==> src/rtl/shift_hold_pkg.sv <==
// Shared types and width helpers for the shift hold buffer.
//   edge_sel_e  : which shift_clk edge is counted
//   clog2_min1  : $clog2 with a floor of one bit, for counter widths
package shift_hold_pkg;

    typedef enum logic {
        EDGE_RISE = 1'b0,
        EDGE_FALL = 1'b1
    } edge_sel_e;

    function automatic int unsigned clog2_min1(input int unsigned n);
        return (n <= 2) ? 1 : $clog2(n);
    endfunction

endpackage

==> src/rtl/sync_edge_detect.sv <==
// Two-flop synchroniser plus a history flop for edge detection.
// Ports:
//   clk      : sampling clock
//   reset    : asynchronous, active-high
//   async_in : signal asynchronous to clk
//   edge_det : high for one clk cycle per selected edge of async_in
module sync_edge_detect
    import shift_hold_pkg::*;
#(
    parameter edge_sel_e SHIFT_EDGE = EDGE_RISE
) (
    input  logic clk,
    input  logic reset,
    input  logic async_in,
    output logic edge_det
);

    // Flops reset to the level the line idles at, so reset never fakes an edge.
    localparam logic IDLE_LVL = (SHIFT_EDGE == EDGE_FALL);

    logic r_meta;
    logic r_sync;
    logic r_prev;

    always_ff @(posedge clk or posedge reset) begin
        if (reset) begin
            r_meta <= IDLE_LVL;
            r_sync <= IDLE_LVL;
            r_prev <= IDLE_LVL;
        end else begin
            r_meta <= async_in;
            r_sync <= r_meta;
            r_prev <= r_sync;
        end
    end

    assign edge_det = (SHIFT_EDGE == EDGE_FALL) ? (r_prev & ~r_sync)
                                                : (r_sync & ~r_prev);

endmodule

==> src/rtl/shift_hold_buffer.sv <==
// Counts shift_clk edges per frame and captures the parallel shift-register
// word at each frame completion into a small holding FIFO read in clk domain.
// Ports:
//   clk, reset (async, active-high), shift_clk (async to clk)
//   in            : CHANNELS*N parallel word, sampled at frame completion
//   out_ready     : consumer accepts head word
//   clear_overrun : synchronous clear of the overrun flag
//   out/out_valid : head word (else last popped, '1 after reset) / FIFO non-empty
//   completed_shift : STROBE_CYCLES-long strobe after each frame completion
//   overrun       : sticky, a frame was dropped on a full FIFO
//   shift_count   : edges counted in current frame
//   resync        : one-cycle pulse on mid-frame idle timeout
module shift_hold_buffer
    import shift_hold_pkg::*;
#(
    parameter int unsigned N             = 11,
    parameter int unsigned CHANNELS      = 1,
    parameter int unsigned NUM_SHIFTS    = 11,
    parameter int unsigned DEPTH         = 2,
    parameter int unsigned STROBE_CYCLES = 1,
    parameter int unsigned IDLE_TIMEOUT  = 1024,
    parameter int unsigned SHIFT_EDGE    = 0
) (
    input  logic                              clk,
    input  logic                              reset,
    input  logic                              shift_clk,
    input  logic [CHANNELS*N-1:0]             in,
    input  logic                              out_ready,
    input  logic                              clear_overrun,
    output logic [CHANNELS*N-1:0]             out,
    output logic                              out_valid,
    output logic                              completed_shift,
    output logic                              overrun,
    output logic [$clog2(NUM_SHIFTS+1)-1:0]   shift_count,
    output logic                              resync
);

    localparam int unsigned W         = CHANNELS * N;
    localparam int unsigned CNT_W     = $clog2(NUM_SHIFTS + 1);
    localparam int unsigned AW        = clog2_min1(DEPTH);
    localparam int unsigned PW        = AW + 1;
    localparam int unsigned SW        = clog2_min1(STROBE_CYCLES + 1);
    localparam int unsigned IW        = clog2_min1(IDLE_TIMEOUT + 1);
    localparam bit          IDLE_EN   = (IDLE_TIMEOUT != 0);
    localparam int unsigned IDLE_LAST = IDLE_EN ? IDLE_TIMEOUT - 1 : 0;

    logic             w_edge;
    logic             w_frame_done;
    logic             w_timeout;
    logic             w_empty;
    logic             w_full;
    logic             w_pop;
    logic             w_push;
    logic             w_drop;
    logic [PW-1:0]    w_wptr_nxt;
    logic [PW-1:0]    w_rptr_nxt;
    logic [W-1:0]     w_head_nxt;

    logic [CNT_W-1:0] r_shift_count;
    logic [IW-1:0]    r_idle;
    logic [SW-1:0]    r_strobe;
    logic             r_overrun;
    logic             r_resync;
    logic [PW-1:0]    r_wptr;
    logic [PW-1:0]    r_rptr;
    logic [W-1:0]     r_out;
    logic [W-1:0]     r_mem [0:(1<<AW)-1];

    sync_edge_detect #(
        .SHIFT_EDGE ((SHIFT_EDGE != 0) ? EDGE_FALL : EDGE_RISE)
    ) u_sync_edge_detect (
        .clk      (clk),
        .reset    (reset),
        .async_in (shift_clk),
        .edge_det (w_edge)
    );

    assign w_frame_done = w_edge && (r_shift_count == CNT_W'(NUM_SHIFTS - 1));
    // An edge in the timeout cycle takes priority, so the timeout is masked.
    assign w_timeout    = IDLE_EN && !w_edge && (r_shift_count != '0)
                          && (r_idle == IW'(IDLE_LAST));

    assign w_empty    = (r_wptr == r_rptr);
    assign w_full     = ((r_wptr - r_rptr) == PW'(DEPTH));
    assign w_pop      = !w_empty && out_ready;
    assign w_push     = w_frame_done && (!w_full || w_pop);
    assign w_drop     = w_frame_done && w_full && !w_pop;
    assign w_wptr_nxt = r_wptr + PW'(w_push);
    assign w_rptr_nxt = r_rptr + PW'(w_pop);

    // Head after this cycle's push/pop; the incoming word is bypassed when it
    // is the one landing in the head slot.
    assign w_head_nxt = (w_rptr_nxt == r_wptr) ? in : r_mem[w_rptr_nxt[AW-1:0]];

    always_ff @(posedge clk) begin
        if (w_push) begin
            r_mem[r_wptr[AW-1:0]] <= in;
        end
    end

    always_ff @(posedge clk or posedge reset) begin
        if (reset) begin
            r_shift_count <= '0;
            r_idle        <= '0;
            r_strobe      <= '0;
            r_overrun     <= 1'b0;
            r_resync      <= 1'b0;
            r_wptr        <= '0;
            r_rptr        <= '0;
            r_out         <= '1;
        end else begin
            if (w_edge) begin
                r_shift_count <= w_frame_done ? '0 : r_shift_count + 1'b1;
            end else if (w_timeout) begin
                r_shift_count <= '0;
            end

            if (!IDLE_EN || w_edge || w_timeout || (r_shift_count == '0)) begin
                r_idle <= '0;
            end else begin
                r_idle <= r_idle + 1'b1;
            end

            r_resync <= w_timeout;

            if (w_frame_done) begin
                r_strobe <= SW'(STROBE_CYCLES);
            end else if (r_strobe != '0) begin
                r_strobe <= r_strobe - 1'b1;
            end

            if (w_drop) begin
                r_overrun <= 1'b1;
            end else if (clear_overrun) begin
                r_overrun <= 1'b0;
            end

            r_wptr <= w_wptr_nxt;
            r_rptr <= w_rptr_nxt;
            if (w_wptr_nxt != w_rptr_nxt) begin
                r_out <= w_head_nxt;
            end
        end
    end

    assign out             = r_out;
    assign out_valid       = !w_empty;
    assign completed_shift = (r_strobe != '0);
    assign overrun         = r_overrun;
    assign shift_count     = r_shift_count;
    assign resync          = r_resync;

endmodule

==> config.mk <==
export PLATFORM = sky130hd
export DESIGN_NAME = shift_hold_buffer
export DESIGN_NICKNAME = d
export VERILOG_FILES = /design/src/rtl/shift_hold_pkg.sv /design/src/rtl/sync_edge_detect.sv /design/src/rtl/shift_hold_buffer.sv
export SDC_FILE = /design/constraint.sdc
export NUM_CORES = 1
export LEC_CHECK = 0
export CAP_MARGIN = 20
export CORE_MARGIN = 2
export CORE_UTILIZATION = 54
export CTS_CLUSTER_DIAMETER = 200
export CTS_CLUSTER_SIZE = 16
export DETAILED_ROUTE_END_ITERATION = 6
export PLACE_DENSITY = 0.83
export SETUP_SLACK_MARGIN = 0.5
export SLEW_MARGIN = 10
export SYNTH_ARGS = -nofsm -noshare
export SYNTH_HDL_FRONTEND = slang
export SYNTH_HIERARCHICAL = 1
export SYNTH_SLANG_ARGS = --single-unit
export TNS_END_PERCENT = 30
==> constraint.sdc <==
create_clock -name clk -period 3.4 [get_ports clk]
set_input_delay 0.51 -clock clk [delete_from_list [all_inputs] [get_ports clk]]
set_output_delay 0.51 -clock clk [all_outputs]
set_load 0.01 [all_outputs]
Word-level counts from Yosys, hierarchy flattened
Memories as Yosys holds them, arrays and structs flattened.
Index checks and enable logic that the tools add are counted.
{"block": "op_classes", "reduce_logical": 18, "n_div": 0, "n_addsub": 6, "shifts": 0, "order_cmp": 0, "n_eq_ne": 6, "n_mul": 0, "bitwise_logic": 2, "n_mux": 11}
{"operator": "$mux W11", "count": 2}
{"operator": "$mux W4", "count": 3}
{"operator": "$add A11 B1 Y11 const B", "count": 1}
{"operator": "$eq A11 B10 Y1 const B", "count": 1}
{"operator": "$logic_and A1 B1 Y1", "count": 7}
{"operator": "$mux W1", "count": 6}
{"operator": "$add A2 B1 Y2", "count": 2}
{"operator": "$add A4 B1 Y4 const B", "count": 1}
{"operator": "$eq A2 B2 Y1", "count": 2}
{"operator": "$eq A4 B4 Y1 const B", "count": 1}
{"operator": "$logic_not A1 Y1", "count": 4}
{"operator": "$logic_not A4 Y1", "count": 1}
{"operator": "$reduce_bool A2 Y1", "count": 2}
{"operator": "$reduce_bool A4 Y1", "count": 1}
{"operator": "$logic_or A1 B1 Y1", "count": 3}
{"operator": "$eq A2 B2 Y1 const B", "count": 1}
{"operator": "$ne A2 B2 Y1", "count": 1}
{"operator": "$sub A2 B2 Y2", "count": 1}
{"operator": "$and A1 B1 Y1", "count": 1}
{"operator": "$not A1 Y1", "count": 1}
{"operator": "$sub A1 B1 Y1 const B", "count": 1}
{"block": "word_totals", "latch_bits": 0, "mem_bits_rw": 22, "rom_bits": 0, "wordCells": 55, "input_bits": 16, "ff_bits": 36, "mem_count": 1}
{"memory": "r_mem", "words": 2, "width": 11, "rd": 1, "rd_clocked_by_memory_dff": 0, "wr": 1, "line_no": "shift_hold_buffer.sv:67", "rtl": "logic [W-1:0] r_mem [0:(1<<AW)-1];"}

Longest topological paths before layout
Gate-level depths: netlist of the first run.
{"block": "depth", "word_depth": 8, "depth_mapped": 10, "mapped_depth_nobuf": 9}

By module
Netlist of the first run, hierarchy kept.
{"module": "shift_hold_buffer", "seq_area_each_um2": 1500.2, "area_each_um2": 2527.4, "cells_each": 179, "n_inst": 1}
{"module": "sync_edge_detect", "seq_area_each_um2": 75.1, "area_each_um2": 92.6, "cells_each": 5, "n_inst": 1}

Worst setup path before layout of the first run
OpenSTA, ideal clock, no wires.
{"block": "synth_path", "kind": "reg2reg", "from": "reg u_sync_edge_detect.r_prev", "to": "reg r_out[0], in the netlist out[0]", "required_time_ns": 3.318, "setup_time_ns": 0.082, "period_less_slack_ns": 2.486, "t_arrival_ns": 2.404, "setup_slack_ns": 0.914, "path_stages_with_launch": 11, "path_cell_list": "dfrtp_1 -> nor2b_4 -> clkbuf_1 -> nand4b_1 -> nor2_1 -> ha_1 -> xnor2_1 -> xnor2_1 -> nand2_1 -> buf_2 -> mux2_2"}
{"block": "synth_via", "elab_chain_len": 6}
{"element": "start: declaration", "line_no": "sync_edge_detect.sv:23", "rtl": "logic r_prev;"}
{"element": "start signal: assignment", "line_no": "sync_edge_detect.sv:33", "rtl": "r_prev <= r_sync;"}
{"element": "$not A1 Y1", "line_no": "sync_edge_detect.sv:38", "rtl": ": (r_sync & ~r_prev);"}
{"element": "$and A1 B1 Y1", "line_no": "sync_edge_detect.sv:38"}
{"element": "named net w_edge", "line_no": "shift_hold_buffer.sv:47", "rtl": "logic w_edge;"}
{"element": "$logic_and A1 B1 Y1", "line_no": "shift_hold_buffer.sv:78", "rtl": "assign w_frame_done = w_edge && (r_shift_count == CNT_W'(NUM_SHIFTS - 1));"}
{"element": "$logic_and A1 B1 Y1", "line_no": "shift_hold_buffer.sv:86", "rtl": "assign w_push = w_frame_done && (!w_full || w_pop);"}
{"element": "$add A2 B1 Y2", "line_no": "shift_hold_buffer.sv:88", "rtl": "assign w_wptr_nxt = r_wptr + PW'(w_push);"}
{"element": "$ne A2 B2 Y1", "line_no": "shift_hold_buffer.sv:140", "rtl": "if (w_wptr_nxt != w_rptr_nxt) begin"}
{"element": "end signal: assignment", "line_no": "shift_hold_buffer.sv:141", "rtl": "r_out <= w_head_nxt;"}
{"element": "end: declaration", "line_no": "shift_hold_buffer.sv:66", "rtl": "logic [W-1:0] r_out;"}
The timed path passes the listed nets, and every way through them passes these cells.
A chain may end at the register's enable or synchronous reset.

Final worst setup path of the first run
{"block": "layout_path", "from": "reg r_wptr[1]", "to": "reg r_out[5], in the netlist out[5]"}
{"element": "start: declaration", "line_no": "shift_hold_buffer.sv:64", "rtl": "logic [PW-1:0] r_wptr;"}
{"element": "start signal: assignment", "line_no": "shift_hold_buffer.sv:138", "rtl": "r_wptr <= w_wptr_nxt;"}
{"element": "$eq A2 B2 Y1 *", "line_no": "shift_hold_buffer.sv:83", "rtl": "assign w_empty = (r_wptr == r_rptr);"}
{"element": "$logic_not A1 Y1 *", "line_no": "shift_hold_buffer.sv:85", "rtl": "assign w_pop = !w_empty && out_ready;"}
{"element": "$logic_and A1 B1 Y1 *", "line_no": "shift_hold_buffer.sv:85"}
{"element": "$add A2 B1 Y2 *", "line_no": "shift_hold_buffer.sv:89", "rtl": "assign w_rptr_nxt = r_rptr + PW'(w_pop);"}
{"element": "named net w_rptr_nxt[0]", "line_no": "shift_hold_buffer.sv:56", "rtl": "logic [PW-1:0] w_rptr_nxt;"}
{"element": "$mem_v2 Z2 W11 or $eq A2 B2 Y1 (tied branches)"}
{"element": "$mux W11", "line_no": "shift_hold_buffer.sv:93", "rtl": "assign w_head_nxt = (w_rptr_nxt == r_wptr) ? in : r_mem[w_rptr_nxt[AW-1:0]];"}
The timed path passes the listed nets; every way through them passes the cells marked *.

==> summary.md, run 1 <==
| Metric | Value |
|---|---|
| Status | `finished clean` |
| H-tree levels | `3` |
| Total congestion overflow | `0` |
| Avg Synthesized Cell Area | `14.2 µm²` |
| Register bit count reported by yosys | `58` |
| Pwr dens | `835 nW/µm²` |
| Synth area leader | `edfxtp_1` |
| Clock network fraction of total power | `19.7%` |
| Min cycle time layout | `2.76 ns` |
| Row Count | `25` |
| Detail Route Antenna Nets | `0` |
| Fmax | `362 MHz` |
| Pre-antenna DRT Iters | `4` |
| Crit path kind | `flip-flop to flip-flop` |
| Synth async-reset ratio | `62.1%` |
| # port buffers | `34` |
| Post-CTS Resized | `0` |
| CTS buffer count | `9` |
| Vias per cell | `5.26` |
| Slowest-stage cell, CP | `dfrtp_1` |
| Adder-cell share of the synthesized area | `3.34%` |
| Starting Density | `55.8%` |
| First-iteration detailed-routing DRC count | `96` |
| Mux cell area share after synthesis | `16.6%` |
| Yosys warns | `6` |
| Core area | `4690 µm²` |
| Placed cell count | `270` |
| Skew final | `0.00629 ns` |
| Synth Area in Compound Gates | `2.29%` |
| WP depth | `9` |
| CTS tree | `built` |
| Die area | `5430 µm²` |
| Switching pwr | `797 µW` |
| Routed WL | `4260 µm` |
| Worst path most repeated cell | `xnor2_1` |
| Hold depth | `0` |
| Number of synthesized flops with an enable pin | `22` |
| Reg power frac | `37.7%` |
| Hold_buf cts | `0` |
| Cell Area, Synth | `2620 µm²` |
| Worst Hold Class | `flip-flop to flip-flop` |
| Area Overhead vs Synth | `22.5%` |
| GP Congestion | `0.772` |
| CP required | `3.65 ns` |
| Ratio of cells with drive above 1 in the final layout | `27.9%` |
| Layout Cells excl Fill | `287` |
| Xor/xnor share of the synthesized area | `6.21%` |
| I/O Pins | `35` |
| Max incr delay on CP | `0.43 ns` |
| Slew @ Worst Pin | `0.542 ns` |
| Crit path max-delay family | `multiplexers` |
| Number of remaining DRC errors | `0` |
| Initial antenna violation count | `0` |
| Post-synth top flop | `dfrtp_1` |
| # setup viols final | `0` |
| Top cell types by occurrence after synthesis | `dfrtp_1, mux2_2, edfxtp_1` |
| Area fraction of the dominant cell type after synthesis | `25.2%` |
| Internal | `1880 µW` |
| Post-CTS setup buffers | `0` |
| Final Cycle Share | `81.2%` |
| Pre-CTS setup slack | `0.614 ns` |
| Critical path endpoint category | `flip-flop` |
| Worst-path cell chain | `xnor2_1 -> nand2_1 -> and2_1 -> ha_1 -> buf_4 -> xnor2_1 -> nand2_2 -> mux2_4 -> mux2_2` |
| Rel. slew slack | `63.8%` |
| CTS root buffer | `clkbuf_8` |
| Vias in the first global route | `1556` |
| Worst Path Buf+Inv | `1` |
| Critical Path AT | `3.01 ns` |
| Net Count, Synth | `207` |
| Tot GR Track Use | `18.0%` |
| Simple-Gate Fraction of Synth Area | `8.50%` |
| Hpwl dp | `2890 µm` |
| Routed len/inst | `14.8 µm` |
| Hold Fails Final Rpt | `0` |
| Setup TNS | `0 ns` |
| VDD IR max | `382 µV` |
| CP max FO | `13` |
| Die extent in y | `73.7 µm` |
| Chip width | `73.7 µm` |
| RSZ-0062 raised after global routing | `no` |
| ANT cells | `0` |
| Max cap viols | `0` |
| Routed via count | `1509` |
| Synth unique cells | `36` |
| Nets | `251` |
| Synth Instances | `184` |
| Leakage power total | `0.00134 µW` |
| Clk sink count | `58` |
| Largest net degree at the start of global routing | `29` |
| Sequential area share after synthesis | `60.1%` |
| FF-to-FF path depth | `9` |
| Net Sw Frac | `29.7%` |
| Gate power share | `42.6%` |
| Final worst slack | `0.639 ns` |
| Insertion delay to the later sink of the worst-skew pair | `0.32 ns` |
| Top area cells in the synthesized netlist | `edfxtp_1, dfrtp_1, dfstp_2` |
| Clock Pin Slew Worst Setup and Hold Paths | `0.06 ns` |
| Largest family of logic cells by synthesized area | `multiplexers` |
| Crit start category | `flip-flop` |
| Slew Limit Fails | `0` |
| Global-route wire length before repair | `7110 µm` |
| Maximum root-to-sink buffer count | `2` |
| Most common cell in the synthesized netlist | `dfrtp_1` |
-- per-stage QoR --
step	area [µm²]	utilization, %	total power [µW]	hold WS, ns
2_1_floorplan	2620	-	1870	0.264
3_3_place_gp	3020	64.3	2140	0.333
3_5_place_dp	3020	64.3	2180	0.336
4_1_cts	3180	67.8	2710	0.349
5_1_grt	3210	68.4	2850	0.358
6_report	3210	68.4	2680	0.348
-- routing by layer --
| metal | vias to the layer above | share of wire (%) | global-route usage (%) |
|---|---|---|---|
| met5 | - | 0 | 0 |
| met4 | 0 | 1.9 | 7.88 |
| met3 | 8 | 4.7 | 6.45 |
| met2 | 30 | 48 | 27.8 |
| met1 | 741 | 46 | 23.0 |
| li1 | 730 | - | - |
-- path summary, 6_finish.rpt --
| path | slack, ns | from | endpoint |
|---|---|---|---|
| worst max-delay path | 0.64 | r_wptr[1]$_DFF_PP0_ | out[5]$_DFFE_PP1P_ |
| worst min-delay path | 0.35 | u_sync_edge_detect/r_meta$_DFF_PP0_ | u_sync_edge_detect/r_sync$_DFF_PP0_ |
| worst max register to register | 0.64 | r_wptr[1]$_DFF_PP0_ | out[5]$_DFFE_PP1P_ |
| worst min register to register | 0.35 | u_sync_edge_detect/r_meta$_DFF_PP0_ | u_sync_edge_detect/r_sync$_DFF_PP0_ |
| max in group asynchronous | 2.30 | reset | out[3]$_DFFE_PP1P_ |
| min in group asynchronous | 0.39 | reset | u_sync_edge_detect/r_meta$_DFF_PP0_ |
-- sequential cells by signal, indices dropped and copies added, names as in the netlist, 2 cells and up --
name	cells
r_mem	22
out	11
r_rptr	2
r_wptr	2
shift_count	4
r_idle	11
-- logic make-up (layout without fill, tap and decap cells) --
logic type      count (synthesis)  after routing
simple gates                   42             42
mux                            35             35
compound gates                  8              8
flops                          58             58
fa+ha+maj                       7              7
buf+inv                        17             66
xor+xnor                       17             17
-- layout by cell type, fill, tap and decap left out, drive strengths merged --
cell type and count:
clkdlybuf4s50 34, mux2 34, dfrtp 25, edfxtp 22, clkbuf 13, nor2 12
inv 11, dfstp 11, xnor2 10, nor3 7, ha 7, nand2 7
xor2 6, nand3 5, clkinv 4, buf 4, a22o 3, nor3b 2
nor2b 2, xnor3 1, nand4 1, nor4 1, a21oi 1, o21ai 1
mux2i 1, a21o 1, nand4b 1, and2 1, or4 1, nand2b 1
o311a 1, and3 1, o22ai 1
-- power by group through the flow --
stage / combinational [µW] / clock [µW] / sequential, µW
final: 1140 / 529 / 1010
after global routing: 1250 / 576 / 1030
after CTS: 1150 / 545 / 1010
after detailed placement: 1150 / 0 / 1030
after global placement: 1120 / 0 / 1020
after floorplan: 825 / 0 / 1050
-- final cells by class --
class / instances / area [µm²]
clock buffer: 13 / 149
clock inverter: 3 / 15.0
fill: 344 / 1480
inverter: 12 / 45.0
multi-input combinational: 109 / 967
sequential: 58 / 1580
tap: 54 / 67.6
timing repair buffer: 38 / 390
(Power assumes the default switching activity.)
==> inputs of run 2 (changes only) <==
--- a/config.mk
+++ b/config.mk
@@ -7,11 +7,11 @@
 export LEC_CHECK = 0
 export CAP_MARGIN = 20
 export CORE_MARGIN = 2
-export CORE_UTILIZATION = 54
+export CORE_UTILIZATION = 49
 export CTS_CLUSTER_DIAMETER = 200
 export CTS_CLUSTER_SIZE = 16
 export DETAILED_ROUTE_END_ITERATION = 6
-export PLACE_DENSITY = 0.83
+export PLACE_DENSITY = 0.79
 export SETUP_SLACK_MARGIN = 0.5
 export SLEW_MARGIN = 10
 export SYNTH_ARGS = -nofsm -noshare
==> constraint.sdc (replaced) <==
create_clock -name clk -period 2.4 [get_ports clk]
set_input_delay 0.36 -clock clk [delete_from_list [all_inputs] [get_ports clk]]
set_output_delay 0.36 -clock clk [all_outputs]
set_load 0.01 [all_outputs]
==> run 2 against run 1 <==
Compared with the run above: clock-buffer cell count is 1 lower; first-iteration DRC count is 18% lower; combinational power is 97% higher; final cell count is 9.8% higher; die area is 9.6% higher; clock skew is 0.0020 ns higher; global-route usage is 1.3 points lower.
==> summary.md, run 2 (synthesis results as in run 1) <==
| Metric | Value |
|---|---|
| Hold_buf cts | `0 (unchanged)` |
| CP max FO | `6 (-7)` |
| CTS tree | `built` |
| Max reg flops | `22 (unchanged)` |
| Multi-input gate area | `1090 µm² (+13%)` |
| Maximum root-to-sink buffer count | `2 (unchanged)` |
| Routed len/inst | `14.4 µm (-3.0%)` |
| Register area | `1580 µm² (about the same)` |
| GP Congestion | `0.748 (-3.1%)` |
| Switching pwr | `1290 µW (+62%)` |
| Crit path kind | `flip-flop to flip-flop` |
| Die extent in y | `77.1 µm (+4.7%)` |
| Clock network fraction of total power | `16.3% (-3.4 points)` |
| CP required | `2.66 ns (-0.99 ns)` |
| Chip width | `77.1 µm (+4.7%)` |
| VDD IR max | `586 µV (+53%)` |
| Crit start category | `flip-flop` |
| Clk sink count | `58 (unchanged)` |
| Critical Path AT | `2.50 ns (-0.51 ns)` |
| ANT cells | `0 (unchanged)` |
| Reg power frac | `32.7% (-5.0 points)` |
| Most frequent cells in the layout | `clkdlybuf4s50_1, mux2_4, dfrtp_1` |
| Initial antenna violation count | `0 (unchanged)` |
| Internal | `3120 µW (+66%)` |
| Routed via count | `1550 (+2.7%)` |
| Max incr delay on CP | `0.42 ns (about the same)` |
| Leakage power total | `0.00150 µW (+12%)` |
| Pre-antenna DRT Iters | `4 (unchanged)` |
| FF-to-FF path depth | `9 (unchanged)` |
| Fillers | `391 (+14%)` |
| Worst path most repeated cell | `mux2_4` |
| # setup viols final | `0 (unchanged)` |
| Vias per cell | `4.92 (-6.4%)` |
| Slowest-stage cell, CP | `dfrtp_1` |
| Rel. slew slack | `70.7% (+6.9 points)` |
| Worst-path cell chain | `xor2_1 -> inv_1 -> nand2_2 -> and2_4 -> ha_4 -> buf_12 -> mux2_4 -> mux2_4 -> mux2_4` |
| I/O Pins | `35 (unchanged)` |
| Die area | `5950 µm² (+9.6%)` |
| Worst r2r dst | `out[10]$_DFFE_PP1P_` |
| Row Count | `26 (+4.0%)` |
| Reg-to-reg startpoint | `r_rptr[0]$_DFF_PP0_` |
| Ratio of cells with drive above 1 in the final layout | `34.3% (+6.4 points)` |
| Skew final | `0.00829 ns (+0.00200 ns)` |
| Vias in the first global route | `1565 (+0.58%)` |
| Core area | `5140 µm² (+9.5%)` |
| Global-route wire length before repair | `7580 µm (+6.5%)` |
| Nets | `263 (+4.8%)` |
| Final Cycle Share | `93.3% (+12 points)` |
| Placed cell count | `293 (+8.5%)` |
| Detail Route Antenna Nets | `0 (unchanged)` |
| Worst Path Buf+Inv | `2 (+1)` |
| Slew @ Worst Pin | `0.438 ns (-0.104 ns)` |
| Total congestion overflow | `0 (unchanged)` |
| Layout Cells excl Fill | `315 (+9.8%)` |
| Insertion delay to the later sink of the worst-skew pair | `0.33 ns (about the same)` |
| Gate power share | `51.0% (+8.4 points)` |
| RSZ-0062 raised after global routing | `yes` |
| Area Overhead vs Synth | `32.1%` |
| Status | `finished clean` |
| Starting Density | `51.0% (-4.9 points)` |
| Largest net degree at the start of global routing | `34 (+17%)` |
| Tot GR Track Use | `16.7% (-1.3 points)` |
| # port buffers | `34 (unchanged)` |
| Setup TNS | `0 ns (unchanged)` |
| CTS root buffer | `clkbuf_8` |
| Crit path max-delay family | `multiplexers` |
| Hold Fails Final Rpt | `0 (unchanged)` |
| Reg2reg setup slack | `0.16 ns (-0.48 ns)` |
| Number of remaining DRC errors | `0 (unchanged)` |
| Min cycle time layout | `2.24 ns (-0.521 ns)` |
| H-tree levels | `3 (unchanged)` |
| Slew Limit Fails | `0 (unchanged)` |
| Hpwl dp | `3060 µm (+5.9%)` |
| Fmax | `446 MHz (+23%)` |
| Clock Pin Slew Worst Setup and Hold Paths | `0.06 ns (about the same)` |
| First-iteration detailed-routing DRC count | `79 (-18%)` |
| Net Sw Frac | `29.3% (-0.43 points)` |
| Commonest non-fill, non-tap cell in the layout | `clkdlybuf4s50_1` |
| Pwr dens | `1280 nW/µm² (+53%)` |
| Worst Hold Class | `input port to asynchronous set/reset pin` |
| Routed WL | `4530 µm (+6.4%)` |
| CTS buffer count | `9 (unchanged)` |
| Max cap viols | `0 (unchanged)` |
| Critical path endpoint category | `flip-flop` |
==> run 2: cell types whose count changed in the layout (fill, tap and decap cells not counted), sizes merged <==
| cell | change |
|---|---|
| buf | +12 |
| clkbuf | -1 |
| inv | +1 |
==> run 2: per-stage QoR <==
step	setup WS [ns]	total power [µW]	hold WS (ns)	utilization [%]	area (µm²)
2_1_floorplan	0.187	2950	0.114	-	2740
3_3_place_gp	0.00917	3530	0.333	62.9	3230
3_5_place_dp	0.0277	3580	0.341	62.9	3230
4_1_cts	0.176	4410	0.214	66.9	3440
5_1_grt	0.105	4650	0.255	67.4	3460
6_report	0.160	4410	0.226	67.4	3460
==> run 2: power by group through the flow <==
| stage | combinational [µW] | sequential [µW] | clock (µW) |
|---|---|---|---|
| floorplan | 1440 | 1500 | 0 |
| global placement | 2070 | 1460 | 0 |
| detailed placement | 2130 | 1460 | 0 |
| CTS | 2230 | 1450 | 740 |
| global route | 2400 | 1470 | 784 |
| finish | 2250 | 1440 | 721 |
==> run 2: worst max path at each step <==
stage	startpoint	to	slack, ns	cells past startpoint
after floorplan	r_wptr[1]$_DFF_PP0_	out[0]$_DFFE_PP1P_	0.19	8
after global placement	out_ready	out[4]$_DFFE_PP1P_	0.009	8
after detailed placement	out_ready	out[2]$_DFFE_PP1P_	0.03	9
after CTS	r_rptr[1]$_DFF_PP0_	out[10]$_DFFE_PP1P_	0.18	8
after global routing	r_rptr[1]$_DFF_PP0_	out[6]$_DFFE_PP1P_	0.11	9
final	r_rptr[0]$_DFF_PP0_	out[10]$_DFFE_PP1P_	0.16	9
==> run 2: cell type report <==
| type | instances | area share [%] |
|---|---|---|
| Sequential cell | 58 | 45.5 |
| Tap cell | 70 | 2.53 |
| Clock inverter | 4 | 0.542 |
| Inverter | 12 | 1.30 |
| Multi-Input combinational cell | 109 | 31.6 |
| Timing Repair Buffer | 50 | 14.6 |
| Clock buffer | 12 | 3.90 |
==> run 2: metal layers <==
metal	part of all wire (%)	track usage, %	wire length (µm)
met2	47	26.1	2140
met4	2.1	8.57	95
met1	47	21.4	2120
met5	0	0	0
met3	3.6	4.59	165
==> run 2: repair_timing <==
item,4_1_cts,5_1_grt
endpoints found under the setup margin,12,12
pin swaps,4,5
gates resized for setup,4,2
buffers inserted,4,2
==> patch 1, RTL diff (settings of run 1) <==
Put one more register stage on the output `shift_count`, with the module's reset. The value now appears one clock later. The other outputs are not delayed to match.
--- a/src/rtl/shift_hold_buffer.sv
+++ b/src/rtl/shift_hold_buffer.sv
@@ -149,3 +149,9 @@
     assign overrun         = r_overrun;
-    assign shift_count     = r_shift_count;
+    always_ff @(posedge clk or posedge reset) begin
+        if (reset) begin
+            shift_count <= '0;
+        end else begin
+            shift_count <= r_shift_count;
+        end
+    end
     assign resync          = r_resync;
Function: changed (Yosys sat finds a counterexample within 4 cycles, from zero or initial values and one cycle with reset high).
==> patch 1 against run 1 <==
  * Final area grew 4.9%
  * Clock power is 19% higher
  * Power rose by 6.6%
  * Wire length increased by 6.3%
  * Clock skew grew 0.0039 ns
  * Worst setup slack better by 0.17 ns
  * Area after synthesis increased by 3.8%
  * Sequential cell count grew 4
  * Critical path type unchanged
==> patch 1: results <==
[outcome]
status = "finished, final reports clean"

[critical_path]
crit_fanout = 12
worstSetupStartpoint = "r_rptr[1]"
worstRegToRegCells = 8
cp_top_family = "simple AND/OR/NAND/NOR gates"
rrSetupSlack_ns = 0.81
timing.rr.end = "out[3]"

[placement]
placement.cell_area_mm2 = 0.00314
post-place-ws_ns = 0.716
hpwlAfterDp_um = 3100
placed_cells = 288

[routing]
wl_um = 4520
met2_length_um = 2260
drt_iter0_drc = 109
viasPerCell = 5.02
wl_met1_um = 1980

[global_route]
grt_use_met3_pct = 7.10
grt_first_pass_wirelength_um = 7290
track_usage_pct = 18.6
grt_max_degree = 30

[power]
peakVddDrop_mv = 0.403

[layout]
drive_gt1_share_pct = 27.3
multi_input_area_share_pct = 28.7
layoutNonFillerInstCount = 305
clkCellAreaFrac_pct = 5.84
ff_latch_area_mm2 = 0.00168
final_util_pct = 70.3
syn_to_final_growth_pct = 23.7
layout.nonclk_buf_share_pct = 11.8

[timing]
hold-worst-slack_ns = 0.352

[synth]
syn-instance-count = 188
==> patch 1: changes by cell type after synthesis <==
cell     delta
dfrtp_1     +4
==> patch 1: report_power, final <==
part / internal (mW) / switching [mW]
registers: 0.972 / 0.106
clock network: 0.380 / 0.250
logic: 0.696 / 0.452
total: 2.05 / 0.809
==> patch 1: worst max-delay path by stage <==
stage / to / slack, ns
after floorplan: out[0] / 0.91
after global placement: out[4] / 0.77
after detailed placement: out[3] / 0.72
after CTS: out[3] / 0.77
after global routing: out[5] / 0.64
final: out[3] / 0.81
==> patch 1: logic make-up after synthesis <==
family                   share of synthesized area (%)
flip-flops                                        61.6
AND/OR/NAND/NOR                                   8.19
multiplexers                                      16.0
XOR/XNOR                                          5.98
buffers and inverters                             2.85
AO/OA/AOI/OAI                                     2.21
adder cells (fa/ha/maj)                           3.22
==> patch 2, RTL diff (flow settings as in run 1) <==
Made on the original files. `N`: 11 -> 12.
--- a/src/rtl/shift_hold_buffer.sv
+++ b/src/rtl/shift_hold_buffer.sv
@@ -15,3 +15,3 @@
 #(
-    parameter int unsigned N             = 11,
+    parameter int unsigned N             = 12,
     parameter int unsigned CHANNELS      = 1,
Interface: changed (resized in and out); port bits go from 35 to 37. No check against the original RTL was run, so the function may have changed too.
==> patch 2 against run 1 <==
  * Wire length grew 8.2%
  * Largest cell class unchanged
  * Sequential cell count rose by 3
  * Clock skew is 0.0046 ns higher
  * Final area increased by 5.4%
  * Area after synthesis up 6.0%
  * Critical endpoint is now out[4]
  * Die area grew 5.6%
  * Synthesized cell count grew 3.8%
  * Worst setup slack improved by 0.19 ns
  * Global-route usage grew 0.65 points
  * Critical path type unchanged
  * Power is 9.4% higher
==> patch 2: results <==
[power]
powerSeq_mw = 1.08
p_sw_uw = 873
p_leak_nw = 1.42
peakVddDrop_mv = 0.436

[placement]
portBuffers = 36
gp_congestion = 0.770
placement.cell_area_mm2 = 0.00322
placed_cells = 295
hpwlAfterDp_um = 3090

[synth]
synthesis.nets = 215
synth_edf_count = 24
synthTopCellsByCount = "25 x dfrtp_1, 24 x edfxtp_1, 20 x mux2_4, 15 x mux2_2"
synth_area_per_cell_um2 = 14.5
async_flop_share_pct = 60.7
synth_area_leaders = "edfxtp_1 26%, dfrtp_1 23%, dfstp_2 11%"

[layout]
drive_gt1_share_pct = 27.4
final_nets = 260
nFillCells = 378
largest_reg_flops = 24

[critical_path]
worstRegToRegCells = 8
timing.rr.end = "out[4]"
rrSetupSlack_ns = 0.83
cp.arrival_ns = 2.84
critical-path-max-stage-delay_ns = 0.43

[global_route]
grt_first_pass_wirelength_um = 7630
track_usage_pct = 18.7
grt_pass1_vias = 1657

[timing]
fin_skew_ns = 0.0109
maxSlewHeadroom_pct = 39.4

[outcome]
status = "finished, final reports clean"

[routing]
vias = 1579
drt_iter0_drc = 89
wl_um = 4610

[clock_tree]
clk_latency_ns = 0.34
## patch 2: cell count changes in the layout (fill, tap and decap cells not counted), sizes merged
cell                  run 1  this run
clkbuf                   13        14
clkdlybuf4s50            34        36
clkinv                    4         2
dfstp                    11        12
edfxtp                   22        24
inv                      11        12
mux2                     34        37
## patch 2: how the worst max path moves through the flow
stage                     endpoint  slack, ns
after detailed placement    out[5]       0.75
after global routing        out[4]       0.69
after floorplan             out[0]       0.82
after CTS                   out[4]       0.80
final                       out[4]       0.83
after global placement      out[5]       0.79
## patch 2: final cells by class
class	instances	area [um^2]	share of cell area (%)
multi-input combinational	112	1030	30.6
clock inverter	2	10.0	0.296
timing repair buffer	40	390	11.5
inverter	12	45.0	1.33
sequential	61	1660	49.1
clock buffer	14	153	4.51
tap	70	87.6	2.59
## patch 2: layer usage
layer	wire length, um	share of wire [%]	GRT usage [%]
met4	77	1.7	9.94
met3	213	4.6	4.76
met2	2250	49	30.4
met1	2070	45	23.0
met5	0	0	0
## patch 2: through the flow
stage / util (%) / hold WS [ns] / setup WS, ns / power [mW]
global placement: 63.8 / 0.334 / 0.786 / 2.37
global route: 67.1 / 0.370 / 0.685 / 3.10
floorplan: - / 0.264 / 0.817 / 2.07
detailed placement: 63.8 / 0.347 / 0.751 / 2.41
CTS: 67.1 / 0.357 / 0.798 / 2.97
finish: 67.1 / 0.358 / 0.827 / 2.93
## patch 2: logic make-up (layout without fill, tap and decap cells)
group,count (synthesis),in the layout,synth area share (%)
XOR/XNOR,17,17,5.86
AND/OR/NAND/NOR,42,42,8.02
adder cells (fa/ha/maj),7,7,3.15
buffers and inverters,18,68,2.88
flip-flops,61,61,59.8
AO/OA/AOI/OAI,8,8,2.16
multiplexers,38,38,18.1
